File: src/rtl/ahblite_slave_mux.sv
// AHB-Lite response multiplexer with built-in default slave.
// Routes the data-phase owner's HREADYOUT/HRESP/HRDATA to the master and answers unmapped transfers with ERROR.
module ahblite_slave_mux #(
   parameter logic [7:0] PORT_EN = 8'hFF
) (
   input  logic         HCLK,
   input  logic         HRESETn,
   input  logic [1:0]   HTRANS,
   input  logic [7:0]   P_HSEL,
   input  logic [7:0]   P_HREADYOUT,
   input  logic [7:0]   P_HRESP,
   input  logic [255:0] P_HRDATA,
   output logic         HREADY,
   output logic         HRESP,
   output logic [31:0]  HRDATA,
   output logic [7:0]   ERR_CNT
);

   typedef enum logic [1:0] {SEL_NONE, SEL_PORT, SEL_DEF} sel_e;
   typedef enum logic [1:0] {D_IDLE, D_ERR1, D_ERR2} dstate_e;

   sel_e       sel_q;
   logic [2:0] port_q;
   dstate_e    d_state;

   logic [7:0] eff;
   logic       hit;
   logic [2:0] idx;
   logic       active;
   logic       arm;
   logic       unused_htrans;

   assign unused_htrans = HTRANS[0];
   assign active        = HTRANS[1];

   // Lowest enabled select wins; scanning upward keeps only the first hit.
   always_comb begin
      eff = P_HSEL & PORT_EN;
      hit = 1'b0;
      idx = '0;
      for (int unsigned i = 0; i < 8; i++) begin
         if (eff[i] && !hit) begin
            hit = 1'b1;
            idx = i[2:0];
         end
      end
   end

   assign arm = HREADY && !hit && active;

   always_ff @(posedge HCLK or negedge HRESETn) begin
      if (!HRESETn) begin
         sel_q   <= SEL_NONE;
         port_q  <= '0;
         d_state <= D_IDLE;
         ERR_CNT <= '0;
      end else begin
         if (HREADY) begin
            if (hit) begin
               sel_q  <= SEL_PORT;
               port_q <= idx;
            end else if (active) begin
               sel_q <= SEL_DEF;
            end else begin
               sel_q <= SEL_NONE;
            end
         end

         case (d_state)
            D_ERR1:  d_state <= D_ERR2;
            default: begin
               if (arm) begin
                  d_state <= D_ERR1;
                  if (ERR_CNT != 8'hFF)
                     ERR_CNT <= ERR_CNT + 8'd1;
               end else begin
                  d_state <= D_IDLE;
               end
            end
         endcase
      end
   end

   always_comb begin
      HREADY = 1'b1;
      HRESP  = 1'b0;
      HRDATA = '0;
      case (sel_q)
         SEL_PORT: begin
            HREADY = P_HREADYOUT[port_q];
            HRESP  = P_HRESP[port_q];
            HRDATA = P_HRDATA[{port_q, 5'd0} +: 32];
         end
         SEL_DEF: begin
            HREADY = (d_state != D_ERR1);
            HRESP  = (d_state != D_IDLE);
         end
         default: ;
      endcase
   end

endmodule

File: config.mk
export PLATFORM = sky130hd
export DESIGN_NAME = ahblite_slave_mux
export DESIGN_NICKNAME = d
export VERILOG_FILES = /design/src/rtl/ahblite_slave_mux.sv
export SDC_FILE = /design/constraint.sdc
export NUM_CORES = 1
export LEC_CHECK = 0
export CAP_MARGIN = 20
export CORE_AREA = 2 2 128 130
export DETAILED_ROUTE_END_ITERATION = 16
export DIE_AREA = 0 0 130 132
export PLACE_DENSITY = 0.6
export SKIP_CTS_REPAIR_TIMING = 1
export SLEW_MARGIN = 30
export SYNTH_ARGS = -nofsm -noshare
export SYNTH_HDL_FRONTEND = slang
export SYNTH_SLANG_ARGS = --single-unit
File: constraint.sdc
create_clock -name HCLK -period 2.9 [get_ports HCLK]
set_input_delay 0.725 -clock HCLK [delete_from_list [all_inputs] [get_ports HCLK]]
set_output_delay 0.725 -clock HCLK [all_outputs]
set_load 0.005 [all_outputs]
Yosys cells after proc, flatten, opt, wreduce, memory -nomap -nowiden. Index checks and enable logic that the tools add are counted.

Multiply operators: 0. Multiplexer cells: 26. Bitwise gates (word level): 1. Eq/ne operators: 5. Shift operators: 1. Div/mod/pow operators: 0. Order comparisons: 1. Reductions and logical operators: 20. $add $sub $neg: 1.

Operators by type and width (number): indexed part select 256 x 9 -> 32 bit (1); 2-to-1 mux 32 bit (1); 2-to-1 mux 3 bit (5); 2-to-1 mux 1 bit (12); logical AND 1 bit (9); adder 8 x 1 -> 8 bit (second input constant) (1); logical NOT 1 bit (8); 2-to-1 mux 2 bit (4); inequality test 8 bit (second input constant) (1); binary-select mux 1 bit (select 3 bit) (2); equality test 2 x 1 -> 1 bit (second input constant) (2); < comparator 3 x 4 -> 1 bit (second input constant) (1); case mux 1 bit (2 select lines) (2); AND reduction 3 bit (1); equality test 2 bit (second input constant) (1); inequality test 2 x 1 -> 1 bit (second input constant) (1); AND reduction 2 bit (1); nonzero test 2 bit (1); NOT 1 bit (1).

Memory bits (read-only): 0. Word-level logic and storage cells: 59. Memories kept: 0. Bits in writable memories: 0. Latch bits: 0. Register bits after elaboration: 15. Output and inout bits: 42.

Logic depth before layout (Yosys ltp).
Depth after elaboration: 27. Depth in mapped cells: 7. Gate-level depth less buffers: 6.

Least setup slack after synthesis. Ideal clock, no wire load.

Kind: register -> output. Start point: register port_q[0]. End point: output port HRDATA[10]. Setup slack: 412 ps. Arrival: 1763 ps. Cell stages (with the launch flop): 7. Buffers on the path: 3. Cell sequence: dfrtp_1 -> buf_2 -> buf_2 -> buf_2 -> mux4_2 -> mux2i_1 -> nor2b_1.

Word-level cells in the longest chain between the ends: 2.

RTL lines: start: declaration (RTL line 23) `logic [2:0] port_q;`; start signal: assignment (RTL line 61) `port_q <= idx;`; indexed part select 256 x 9 -> 32 bit (RTL line 92) `HRDATA = P_HRDATA[{port_q, 5'd0} +: 32];`; 2-to-1 mux 32 bit (RTL line 88) `case (sel_q)`; end: declaration (RTL line 15) `output logic [31:0] HRDATA,`.

Every way passes these cells.

Worst setup path in the final report.
Start point: input port P_HRESP[3]. End point: output port HRESP.

Word-level cells in the longest chain between the ends: 3.

RTL lines: start: declaration (RTL line 11) `input logic [7:0] P_HRESP,`; binary-select mux 1 bit (select 3 bit) (RTL line 91) `HRESP = P_HRESP[port_q];`; 2-to-1 mux 1 bit (not written as such) (RTL line 91); case mux 1 bit (2 select lines) (RTL line 88); end: declaration (RTL line 14) `output logic HRESP,`.

Every way passes these cells. The select of a mux whose other input is x is not followed.

==> results.txt <==
----------------------------------------------------
[Routing]
  Residual DRC ... 0
  DR WL/cell ... 20.3 µm
  Number of DRC markers after the initial detailed-route iteration ... 105
  Count of TritonRoute iterations in the first routing pass ... 4
  Vias per inst ... 4.54
  Final ANT Viol Nets ... 0
  Sum of routed wire length over all layers ... 15900 µm
  Total number of vias ... 3570

[Clocking]
  CTS tree ... yes
  Number of levels the H-tree was split into ... 1
  Clock insertion delay at the later pin of the skew report ... 0.24 ns
  Maximum number of buffers from clock root to sink ... 2
  Cell at the root of the clock tree ... sky130_fd_sc_hd__clkbuf_16
  Clock sinks ... 15
  Number of buffers inserted during clock tree synthesis ... 3
  Register clock-pin slew on the reported worst setup and hold paths ... 0.04 ns

[Power]
  Sw Pwr ... 1.56 mW
  Largest vdd supply drop ... 272 µV
  Gate power share ... 0.854
  Design internal power ... 2.85 mW
  Register share of total power ... 0.086
  Overall power of the completed layout ... 4.42 mW
  Power density cells ... 639 nW/µm²
  Leakage component of the power ... 2.82 nW
  Proportion of power drawn by the clock network ... 0.060
  Switching share of power ... 0.354

[Global routing]
  Via count of the first global-routing pass ... 4044
  Wire length of the first global-routing pass ... 23000 µm
  Global-route usage over all layers ... 0.175
  Maximum number of pins on one net before global-route repair ... 32
  Remaining global-route overflow ... 0
  Antenna violations before repair ... 1

[Timing]
  Worst max-slew margin expressed relative to the limit ... 0.553
  Final period util ... 0.990
  Setup repair after global routing missed its margin ... true
  Max Transition Viols Final ... 0
  Measured slew at the worst slew-check pin ... 0.669 ns
  Final hold violation count ... 0
  Final setup slack of the worst path ... 0.0303 ns
  Post-route minimum period ... 2.87 ns
  Timing-limited maximum frequency ... 0.348 GHz
  Worst slack on hold paths ... 0.527 ns
  Final setup viols ... 0
  Worst Skew ... 0.00381 ns

[Synth]
  Cells after synthesis ... 233
  Dominant register cell in the synthesized netlist ... sky130_fd_sc_hd__dfrtp_1
  Share of the yosys chip area belonging to registers ... 0.126
  Syn. warnings ... 0
  Syn Nets ... 520
  Post-synthesis average cell area ... 12.8 µm²
  XOR/XNOR share of the synthesized area ... 0.0206
  Share of async-settable or async-resettable flops after synthesis ... 1.00
  Area share of fa/ha/maj cells after synthesis ... 0.0126
  Top cells by area in the synthesized netlist ... sky130_fd_sc_hd__mux4_2, sky130_fd_sc_hd__dfrtp_1, sky130_fd_sc_hd__mux2i_1
  Library cell occupying the most area in the post-synthesis netlist ... sky130_fd_sc_hd__mux4_2
  Multiplexer share of the synthesized area ... 0.631
  Number of flops mapped to enable cells by yosys ... 0
  Compound-cell area share of the yosys netlist ... 0.0320
  Dominant combinational cell family by area after synthesis ... multiplexers
  Area share of the leading cell type in the synthesized netlist ... 0.508
  Simple-Gate Fraction of Synth Area ... 0.135
  Count of cell types in the netlist ... 33
  Mapped cell area ... 2970 µm²
  Number of synthesized register bits ... 15

[Placement]
  Area after DPL ... 6680 µm²
  HPWL after detailed placement ... 13600 µm
  Total of buffers placed on input and output ports ... 324
  Final RePlAce weighted congestion ... 0.908
  Placement Setup Slack ... -0.280 ns

[Min path]
  Class of the tightest hold or removal check ... reg -> reg

[Floorplanning]
  Boundary pin count ... 326
  Floorplan die area ... 17200 µm²
  Die height ... 132 µm
  Horizontal extent of the die ... 130 µm
  Placeable core region ... 15700 µm²
  Initial core utilization ... 0.189
  Row count ... 46

[Layout]
  Area occupied by multi-input gates ... 2480 µm²
  Synthesis-to-finish area growth ... 133%
  Fill cell count ... 1465
  Net total in the final layout ... 857
  Share of layout cells above drive strength 1 ... 0.202
  Post-layout instance area ... 6920 µm²
  Area taken by flip-flops and latches ... 384 µm²

[Critical path]
  Type of the setup path with the least slack ... in -> out
  Endpoint class of the critical path ... primary output
  CP max stage delay ... 0.47 ns
  CP delay by family, top ... multiplexers
  Worst Path Max Fanout ... 1
  Required arrival time at the worst endpoint ... 2.17 ns
  Sequence of cells on the critical path ... clkdlybuf4s50_1 -> mux4_2 -> mux2_2 -> nand2_1 -> a21oi_1 -> dlymetal6s2s_1
  Crit path max-delay cell type ... sky130_fd_sc_hd__mux4_2
  Launching element type of the critical path ... primary input
  Worst path buffer plus inverter count ... 2
  Crit path arrival time ... 2.14 ns

[Run]
  Max-cap check violation count ... 0

[Status]
  Run status ... finished clean

----------------------------------------------------
==> cell usage in the layout (no fill, tap or decap), drive strengths merged <==
cell / count
clkdlybuf4s50: 290
nand3: 7
and3: 3
o221ai: 1
nor3: 1
nor2: 4
a21oi: 4
dlymetal6s2s: 34
dfrtp: 15
inv: 4
nand4: 2
mux2i: 33
nor2b: 32
mux2: 3
ha: 3
o2bb2a: 1
diode: 1
nand2b: 3
xnor2: 7
and4: 4
buf: 33
nor4b: 1
o21a: 3
clkbuf: 4
o31ai: 1
or4: 2
mux4: 67
o21ai: 3
nand2: 3
o211ai: 1
==> flip-flops by register name, summed over array words and instances, names as in the netlist <==
register,count
port_q,3
ERR_CNT,8
sel_q,2
d_state,2
==> worst paths after layout <==
path	cells past startpoint	startpoint	slack, ns	end
setup / recovery	6	P_HRESP[3]	0.03	HRESP
hold / removal	1	ERR_CNT[4]	0.53	ERR_CNT[4]
setup reg to reg	7	port_q[0]	0.74	port_q[2]
hold reg to reg	1	ERR_CNT[4]	0.53	ERR_CNT[4]
max in group asynchronous	1	HRESETn	1.51	port_q[0]
min in group asynchronous	1	HRESETn	0.90	ERR_CNT[7]
==> stage by stage <==
step / utilization / instances / setup TNS (ns)
after floorplan: - / 233 / 0
after global placement: 0.425 / 772 / -3.97
after detailed placement: 0.425 / 772 / -4.19
after CTS: 0.430 / 776 / -4.39
after global routing: 0.440 / 786 / -0.0477
final: 0.440 / 786 / 0
==> power by group through the flow <==
stage | combinational (mW) | clock [mW] | sequential (mW)
after global placement | 3.80 | 0 | 0.385
after detailed placement | 3.84 | 0 | 0.389
after global routing | 4.06 | 0.281 | 0.395
final | 3.78 | 0.264 | 0.380
after floorplan | 2.09 | 0 | 0.243
after CTS | 3.84 | 0.270 | 0.385
==> per-layer routing <==
layer,up-vias,part of all wire,GRT usage
li1,1636,-,-
met1,1733,0.36,0.195
met2,183,0.53,0.339
met3,18,0.083,0.0304
met4,0,0.021,0.0388
met5,-,0,0
==> final cells by class <==
| cell class | instances | area share |
|---|---|---|
| sequential | 15 | 0.0555 |
| tap | 216 | 0.0391 |
| antenna | 1 | 0.000362 |
| inverter | 4 | 0.00217 |
| multi-input combinational | 189 | 0.358 |
| clock buffer | 4 | 0.0114 |
| timing repair buffer | 357 | 0.533 |
==> cells in the mapped netlist (3+ instances only) <==
master                     count
sky130_fd_sc_hd__buf_1         8
sky130_fd_sc_hd__nand3_1       7
sky130_fd_sc_hd__nand2b_1      3
sky130_fd_sc_hd__ha_1          3
sky130_fd_sc_hd__mux4_2       67
sky130_fd_sc_hd__inv_1         4
sky130_fd_sc_hd__and3_1        3
sky130_fd_sc_hd__a21oi_1       4
sky130_fd_sc_hd__nor2_1        4
sky130_fd_sc_hd__and4_1        4
sky130_fd_sc_hd__o21a_1        3
sky130_fd_sc_hd__buf_2         7
sky130_fd_sc_hd__xnor2_1       7
sky130_fd_sc_hd__nor2b_1      32
sky130_fd_sc_hd__dfrtp_1      15
sky130_fd_sc_hd__clkbuf_1      9
sky130_fd_sc_hd__mux2i_1      33
==> logic make-up after synthesis <==
family / count (synthesis)
flops: 15
compound gates: 14
xor+xnor: 7
simple gates: 62
mux: 103
buf+inv: 29
fa+ha+maj: 3
==> worst reg2reg max path, stage by stage (launching register included) <==
cell	delay, ns
sky130_fd_sc_hd__dfrtp_4	0.44
sky130_fd_sc_hd__buf_12	0.17
sky130_fd_sc_hd__mux4_2	0.51
sky130_fd_sc_hd__o221ai_1	0.22
sky130_fd_sc_hd__o21ai_2	0.08
sky130_fd_sc_hd__buf_4	0.20
sky130_fd_sc_hd__o21a_1	0.14
sky130_fd_sc_hd__o2bb2a_1	0.29
(Power assumes the default switching activity.)
